**src/rtl/pipe_ctrl_pkg.sv**
```systemverilog
// rtl/pipe_ctrl_pkg.sv - shared types for the pipeline hazard controller
// Purpose: FSM state encoding, pipeline-register indices and the per-register
//          enable/flush control pair.
// Ports:   none (package)
package pipe_ctrl_pkg;

  typedef enum logic [1:0] {
    RUN      = 2'd0,
    MDU_WAIT = 2'd1,
    REDIRECT = 2'd2
  } pc_state_t;

  // Pipeline register indices (register sits between the named stages)
  localparam int IDX_FD   = 0;
  localparam int IDX_DE   = 1;
  localparam int IDX_EM   = 2;
  localparam int NUM_REGS = 3;

  typedef struct packed {
    logic en;
    logic flush;
  } pipe_ctl_t;

endpackage

```
**src/rtl/pipe_hazard_ctrl_sat_cnt.sv**
```systemverilog
// rtl/pipe_hazard_ctrl_sat_cnt.sv - saturating event counter with synchronous clear
// Purpose: counts inc pulses, sticks at all-ones; clr wins over inc.
// Ports:   clk, n_rst (async active-low), clr, inc, q[CNT_W-1:0]
module sat_cnt #(
  parameter int CNT_W = 32
) (
  input  logic             clk,
  input  logic             n_rst,
  input  logic             clr,
  input  logic             inc,
  output logic [CNT_W-1:0] q
);

  always_ff @(posedge clk or negedge n_rst) begin
    if (!n_rst) begin
      q <= '0;
    end else if (clr) begin
      q <= '0;
    end else if (inc && (q != {CNT_W{1'b1}})) begin
      q <= q + CNT_W'(1);
    end
  end

endmodule

```
**src/rtl/pipe_hazard_ctrl.sv**
```systemverilog
// rtl/pipe_hazard_ctrl.sv - stall/flush/redirect control for the 6-stage core
// Purpose: drives en/flush of the F_D, D_E, E_M1 registers and PC enable/redirect
//          for load-use stalls, MDU waits and mispredict refill; perf counters.
// Ports:   clk, n_rst; D-stage sources d_rs1/d_rs2/d_use_rs1/d_use_rs2;
//          E/M1 dests e_rd/m1_rd, e_load/m1_load; e_mispredict, e_mdu_start,
//          mdu_done, cnt_clr; outputs pc_en, pc_redirect, en_/flush_ FD/DE/EM,
//          state_o, stall_cnt, redirect_cnt.
module pipe_hazard_ctrl
  import pipe_ctrl_pkg::*;
#(
  parameter int REG_AW    = 5,
  parameter int FETCH_LAT = 1,
  parameter int CNT_W     = 32
) (
  input  logic              clk,
  input  logic              n_rst,
  input  logic [REG_AW-1:0] d_rs1,
  input  logic [REG_AW-1:0] d_rs2,
  input  logic              d_use_rs1,
  input  logic              d_use_rs2,
  input  logic [REG_AW-1:0] e_rd,
  input  logic [REG_AW-1:0] m1_rd,
  input  logic              e_load,
  input  logic              m1_load,
  input  logic              e_mispredict,
  input  logic              e_mdu_start,
  input  logic              mdu_done,
  input  logic              cnt_clr,
  output logic              pc_en,
  output logic              pc_redirect,
  output logic              en_FD,
  output logic              flush_FD,
  output logic              en_DE,
  output logic              flush_DE,
  output logic              en_EM,
  output logic              flush_EM,
  output logic [1:0]        state_o,
  output logic [CNT_W-1:0]  stall_cnt,
  output logic [CNT_W-1:0]  redirect_cnt
);

  localparam int RC_W = (FETCH_LAT < 2) ? 1 : $clog2(FETCH_LAT + 1);

  pc_state_t state, state_nxt;
  logic [RC_W-1:0] cnt, cnt_nxt;
  pipe_ctl_t ctl [NUM_REGS];
  logic lu;

  // Load data only forwards from M2/W, so a load still in E or M1 blocks D.
  always_comb begin
    lu = (d_use_rs1 && (d_rs1 != '0) &&
          ((e_load && (d_rs1 == e_rd)) || (m1_load && (d_rs1 == m1_rd)))) ||
         (d_use_rs2 && (d_rs2 != '0) &&
          ((e_load && (d_rs2 == e_rd)) || (m1_load && (d_rs2 == m1_rd))));
  end

  always_ff @(posedge clk or negedge n_rst) begin
    if (!n_rst) begin
      state <= RUN;
      cnt   <= '0;
    end else begin
      state <= state_nxt;
      cnt   <= cnt_nxt;
    end
  end

  always_comb begin
    for (int i = 0; i < NUM_REGS; i++) begin
      ctl[i].en    = 1'b1;
      ctl[i].flush = 1'b0;
    end
    pc_en       = 1'b1;
    pc_redirect = 1'b0;
    state_nxt   = state;
    cnt_nxt     = cnt;

    case (state)
      RUN: begin
        if (e_mispredict) begin
          pc_redirect          = 1'b1;
          ctl[IDX_FD].flush    = 1'b1;
          ctl[IDX_DE].flush    = 1'b1;
          cnt_nxt              = RC_W'(FETCH_LAT);
          state_nxt            = REDIRECT;
        end else if (e_mdu_start && !mdu_done) begin
          // Hold F/D/E, drain a bubble into M1 while the MDU works.
          pc_en             = 1'b0;
          ctl[IDX_FD].en    = 1'b0;
          ctl[IDX_DE].en    = 1'b0;
          ctl[IDX_EM].flush = 1'b1;
          state_nxt         = MDU_WAIT;
        end else if (lu) begin
          pc_en             = 1'b0;
          ctl[IDX_FD].en    = 1'b0;
          ctl[IDX_DE].flush = 1'b1;
        end
      end
      MDU_WAIT: begin
        if (!mdu_done) begin
          pc_en             = 1'b0;
          ctl[IDX_FD].en    = 1'b0;
          ctl[IDX_DE].en    = 1'b0;
          ctl[IDX_EM].flush = 1'b1;
        end else begin
          state_nxt = RUN;
        end
      end
      REDIRECT: begin
        // Synchronous imem: the fetch in flight still belongs to the old path.
        ctl[IDX_FD].flush = 1'b1;
        if (e_mispredict) begin
          pc_redirect = 1'b1;
          cnt_nxt     = RC_W'(FETCH_LAT);
        end else begin
          cnt_nxt = cnt - RC_W'(1);
          if (cnt == RC_W'(1)) begin
            state_nxt = RUN;
          end
        end
      end
      default: state_nxt = RUN;
    endcase
  end

  assign en_FD    = ctl[IDX_FD].en;
  assign flush_FD = ctl[IDX_FD].flush;
  assign en_DE    = ctl[IDX_DE].en;
  assign flush_DE = ctl[IDX_DE].flush;
  assign en_EM    = ctl[IDX_EM].en;
  assign flush_EM = ctl[IDX_EM].flush;
  assign state_o  = state;

  sat_cnt #(.CNT_W(CNT_W)) u_stall_cnt (
    .clk   (clk),
    .n_rst (n_rst),
    .clr   (cnt_clr),
    .inc   (!pc_en),
    .q     (stall_cnt)
  );

  sat_cnt #(.CNT_W(CNT_W)) u_redirect_cnt (
    .clk   (clk),
    .n_rst (n_rst),
    .clr   (cnt_clr),
    .inc   (pc_redirect),
    .q     (redirect_cnt)
  );

endmodule

```
**config.mk**
```make
export PLATFORM = sky130hd
export DESIGN_NAME = pipe_hazard_ctrl
export DESIGN_NICKNAME = d
export VERILOG_FILES = /design/src/rtl/pipe_ctrl_pkg.sv /design/src/rtl/pipe_hazard_ctrl_sat_cnt.sv /design/src/rtl/pipe_hazard_ctrl.sv
export SDC_FILE = /design/constraint.sdc
export NUM_CORES = 1
export LEC_CHECK = 0
export CORE_MARGIN = 1
export CORE_UTILIZATION = 55
export DETAILED_ROUTE_END_ITERATION = 16
export DONT_BUFFER_PORTS = 1
export PLACE_DENSITY = 0.72
export SETUP_SLACK_MARGIN = 0.5
export SLEW_MARGIN = 15
export SYNTH_ARGS = -nofsm -noshare
export SYNTH_HDL_FRONTEND = slang
export SYNTH_SLANG_ARGS = --single-unit
```
**constraint.sdc**
```tcl
create_clock -name clk -period 2.47 [get_ports clk]
set_input_delay 0.494 -clock clk [delete_from_list [all_inputs] [get_ports clk]]
set_output_delay 0.494 -clock clk [all_outputs]
set_load 0.01 [all_outputs]
```
* Word level (Yosys, flattened, before mapping)
Cells that the tools add are included.
Storage, ports and cells: bits in registers 67, output and inout port bits 74, ROM bits 0, bits in latches 0, RAM bits 0, memories 0
Operators by class: div/mod/pow operators 0, shifts and indexed selects 0, multiply operators 0, bitwise gates (word level) 0, add/sub/neg operators 3, eq/ne operators 13, mux-type cells 32, reduce and logical (&&, ||, !) cells 25, $lt $le $gt $ge 0
Operators by type and width (count):
- 32-bit 2-to-1 mux | 4
- 32-bit by 1-bit adder with 32-bit output (second input constant) | 2
- 32-bit inequality test (second input constant) | 2
- 5-bit equality test | 4
- 1-bit 2-to-1 mux | 17
- 1-bit logical AND | 11
- 2-bit 2-to-1 mux | 5
- 1-bit one-hot mux with 2 select lines | 5
- 5-bit nonzero test | 2
- 2-bit inequality test (second input constant) | 4
- 2-bit one-hot mux with 3 select lines | 1
- 2-bit nonzero test | 3
- 4-bit AND reduction | 1
- 1-bit logical OR | 3
- 3-bit inequality test (second input constant) | 1
- 2-bit by 1-bit equality test with 1-bit output (second input constant) | 1
- 2-bit equality test (second input constant) | 1
- 1-bit zero test | 2
- 2-bit zero test | 1
- 2-bit AND reduction | 1
- 2-bit OR reduction | 1
- 1-bit subtractor (second input constant) | 1

* Depth between registers and ports, before layout
word-level depth 13, depth in mapped cells 9, depth with buffers taken out 7

* Cells and area by module
From an unflattened synthesis, not the netlist that was laid out.
Second synthesis, totals: cell total of the unflattened synthesis 461, area total of the unflattened synthesis 4189.0 µm²
Modules (own cells, without submodules):
- sat_cnt | area each 1854.3 µm², cells an instance 198, sequential area each 800.8 µm², instances 2
- pipe_hazard_ctrl | area each 480.5 µm², cells an instance 65, sequential area each 75.1 µm², instances 1

* Least setup slack after synthesis
Ideal clock, no wire load.
kind in2out, start input port d_rs1[1], end output port pc_en, data required time 1.976 ns, arrival time 2.010 ns, stages on the path 8, path slack -0.034 ns, cells stage by stage or4_1 o21ai_1 or4_4 o22ai_4 nor2_2 buf_6 buf_8 buf_4
On the way: longest elaborated chain between the ends 9, elaborated cells between the ends (all ways) 13
Ends and longest elaborated chain:
- from (decl) | line pipe_hazard_ctrl.sv:17 | input logic [REG_AW-1:0] d_rs1,
- 5-bit equality test | line pipe_hazard_ctrl.sv:52 | ((e_load && (d_rs1 == e_rd)) || (m1_load && (d_rs1 == m1_rd)))) ||
- 1-bit logical AND | line pipe_hazard_ctrl.sv:52
- 1-bit logical OR | line pipe_hazard_ctrl.sv:52
- 1-bit logical AND * | line pipe_hazard_ctrl.sv:51 | lu = (d_use_rs1 && (d_rs1 != '0) &&
- 1-bit logical OR * | line pipe_hazard_ctrl.sv:52
- 1-bit 2-to-1 mux * (3 in a row)
- 1-bit one-hot mux with 2 select lines *
- to (decl) | line pipe_hazard_ctrl.sv:29 | output logic pc_en,
Mark *: on every way between the ends. The rest lies on a longest branch, timed or not.

* Final worst setup path
start input port d_rs2[1], end output port pc_en
On the way: longest elaborated chain between the ends 9, elaborated cells between the ends (all ways) 13
Ends and longest elaborated chain:
- from (decl) | line pipe_hazard_ctrl.sv:18 | input logic [REG_AW-1:0] d_rs2,
- 5-bit equality test | line pipe_hazard_ctrl.sv:54 | ((e_load && (d_rs2 == e_rd)) || (m1_load && (d_rs2 == m1_rd))));
- 1-bit logical AND | line pipe_hazard_ctrl.sv:54
- 1-bit logical OR | line pipe_hazard_ctrl.sv:54
- 1-bit logical AND * | line pipe_hazard_ctrl.sv:53 | (d_use_rs2 && (d_rs2 != '0) &&
- 1-bit logical OR * | line pipe_hazard_ctrl.sv:52
- 1-bit 2-to-1 mux * | line pipe_hazard_ctrl.sv:92 | end else if (lu) begin
- 1-bit 2-to-1 mux * | line pipe_hazard_ctrl.sv:85 | end else if (e_mdu_start && !mdu_done) begin
- 1-bit 2-to-1 mux * | line pipe_hazard_ctrl.sv:79 | if (e_mispredict) begin
- 1-bit one-hot mux with 2 select lines * | line pipe_hazard_ctrl.sv:77 | case (state)
Marks and branches as above.

==> results.md <==
* Port bufs at 0
* Tcrit/Tclk final at 90.64%
* GR Util All Layers at 27.60%
* Avg Inst Size Synth at 9.309 µm²
* Chip width at 87.71 µm
* Register area at 1703 µm²
* Max-cap violation count at 0
* Utilization after layout at 76.27%
* Post-route minimum period at 2.239 ns
* Leak at 0.002113 µW
* Worst VDD drop at 0.0002929 V
* Number of global-route vias before repair at 3,455
* Core area at 6944 µm²
* Gr ovfl total at 0
* DRT Wirelength at 11.31 mm
* Crit Path Category: primary input to output port
* GP Congestion at 0.8652
* Total negative slack at 0 ns
* Routed vias/inst at 6.173
* Net count after synthesis at 466
* Post-synth top area share at 41.50%
* Synth Area in Compound Gates at 10.96%
* Worst-path clk slew at 0.08 ns
* Max Buffers Root-to-Sink at 2
* FMAX at 446.6 MHz
* CP Launch Type: primary input
* Largest area contributor in the netlist: dfrtp_1
* First-pass DRT Iterations at 4
* Largest family of logic cells by synthesized area: simple AND/OR/NAND/NOR gates
* Crit path to: pc_en
* Die ar. at 7692 µm²
* Share of layout cells above drive strength 1 at 36.44%
* Clock skew at 0.01106 ns
* CTS Root Cell: clkbuf_8
* P&R area growth vs syn at 31.09%
* Crit-path max FO at 6
* Max Slew Vio Count at 0
* # DRC at 0
* Ant. Diodes at 0
* Required time worst endpoint at 1.98 ns
* Chip height at 87.71 µm
* Worst reg2reg path depth at 10
* Hold slack final at -0.1590 ns
* # H-tree levels at 3
* Slew at the pin closest to its max-slew limit at 0.5136 ns
* Initial antenna violation count at 0
* Synth top cells by count: dfrtp_1, nor2_1, xor2_1
* Hold Vio Cnt, Final at 67
* Global-route wire length before repair at 16.33 mm
* Synth Area in XOR/XNOR at 11.06%
* CP Capture Type: output port
* Async S/R FF share, synth at 100.0%
* Clock latency at the later pin of the worst-skew pair at 0.34 ns
* RR Startpoint: u_stall_cnt.q[20]$_DFFE_PN0P_
* Mux contribution to synthesized area at 1.332%
* # setup viols final at 0
* Post-DP HPWL at 6.526 mm
* Sink Count at 67
* Largest net degree at the start of global routing at 74
* Placed insts at 538
* Synthesis Warnings at 0
* Avg WL per Cell at 18.82 µm
* Routed Antenna Nets at 0
* Worst setup path start: d_rs2[1]
* Post-Synth Simple-Gate Area at 29.85%
* Layout net count at 533
* Starting Density at 58.18%
* CTS Buf Count at 9
* Cells after synthesis at 434
* Reg-to-reg slack, setup at 0.26 ns
* Synth Register Bits at 67
* Failing checks: negative hold slack
* Fraction of the mapped netlist area in adder cells at 0.6194%
* Relative slew slack at 65.65%
* Pwr per Cell Area at 433.7 nW/µm²
* Top post-synthesis cells by area: dfrtp_1, xor2_1, nor2_1
* Seq/Total Area, Yosys at 41.50%
* Status: finished with violations
* First DRT Iteration DRCs at 164
* Worst EP arrival at 1.74 ns
* FF-to-FF End: u_stall_cnt.q[17]$_DFFE_PN0P_
* Mapped cell area at 4040 µm²
* I/O pin count at 104
* Area occupied by multi-input gates at 2581 µm²
* CTS tree: done
* Via count at 3,710
* Top FF cell, synth: dfrtp_1
* # fillers at 473
* Num rows at 30
* RSZ-0062 raised after global routing: true
* HP Class: primary input to asynchronous set/reset pin
* Distinct cells, synth at 54
* Most common cell in the synthesized netlist: dfrtp_1
* EDFF count, synth at 0
* Final std cells w/o fill at 601
==> worst min path at each step <==
stage	from	endpoint	slack, ns	depth (start not counted)
after floorplan	n_rst	cnt$_DFFE_PN0P_	0.20	0
after global placement	n_rst	u_redirect_cnt.q[24]$_DFFE_PN0P_	0.20	0
after global routing	n_rst	u_redirect_cnt.q[24]$_DFFE_PN0P_	-0.19	0
after CTS	n_rst	u_redirect_cnt.q[8]$_DFFE_PN0P_	-0.17	0
final	n_rst	u_redirect_cnt.q[25]$_DFFE_PN0P_	-0.16	0
after detailed placement	n_rst	u_redirect_cnt.q[24]$_DFFE_PN0P_	0.20	0
==> placed cells by master (no fill, tap or decap), drive strengths merged, types with 3 or more instances in the layout <==
cell type / n
nand3: 24
nor2: 50
a21oi: 29
nand4: 23
and3: 11
nor4: 12
clkbuf: 14
and4: 9
xor2: 40
or3: 23
or4: 8
o31ai: 3
nor2b: 4
nor3: 8
nand2b: 9
xnor2: 11
inv: 8
o21bai: 3
dfrtp: 67
mux2: 3
and2: 6
buf: 73
o21ai: 25
nand2: 20
==> layout make-up <==
class                   count  share of cell area (%)
clock buffers              13                   3.000
clock inverters             2                   1.134
inverters                   8                  0.5670
multi-input cells         341                   48.74
flip-flops and latches     67                   32.15
well taps                  96                   2.268
repair buffers             74                   12.14
==> state kept, by name, indices dropped and copies added (netlist names) <==
name and count:
cnt 1, state_o 2, u_redirect_cnt.q 32, u_stall_cnt.q 32
==> stage by stage <==
stage	cell area [µm²]	setup slack (ns)	total power [µW]
finish	5296	0.2311	2297
global route	5296	0.1479	2365
CTS	4895	0.2245	2285
detailed placement	4237	0.09451	1253
global placement	4237	0.1205	1248
floorplan	4070	0.05263	1257
==> routing by layer <==
metal	track usage, %	share of wire (%)	vias to the layer above	routed length (µm)
li1	-	-	1716	-
met1	33.66	39	1803	4427
met2	45.81	51	162	5723
met3	8.765	7.7	29	872
met4	10.28	2.6	0	290
met5	0	0	-	0
==> timing repair <==
action                                  in CTS  in global routing
endpoints found under the setup margin      64                 58
gates cloned                                 1                  3
pin swaps                                   26                 42
resized for setup                           64                 49
hold endpoints to repair                    67                 67
setup buffers                               22                 22
==> report_power, final <==
part | leakage (µW) | internal, µW | switching [µW]
clock | 0.000110 | 620 | 406
sequential | 0.000894 | 1110 | 12.5
combinational | 0.00111 | 75.8 | 76.3
total | 0.00211 | 1800 | 494
==> worst max-delay path, cell delays in order <==
cell	delay, ns
or4_4	0.52
o21ai_2	0.17
or4_4	0.15
o22ai_4	0.08
nor2_4	0.17
buf_6	0.16
==> logic make-up (layout without fill, tap and decap cells) <==
| kind of cell | count (synthesis) | in the layout |
|---|---|---|
| compound gates | 71 | 72 |
| xor+xnor | 51 | 51 |
| fa+ha+maj | 2 | 2 |
| buf+inv | 28 | 97 |
| flops | 67 | 67 |
| mux | 5 | 5 |
| other cells | 1 | 1 |
| simple gates | 209 | 210 |
Power figures use the tool's default switching activity.
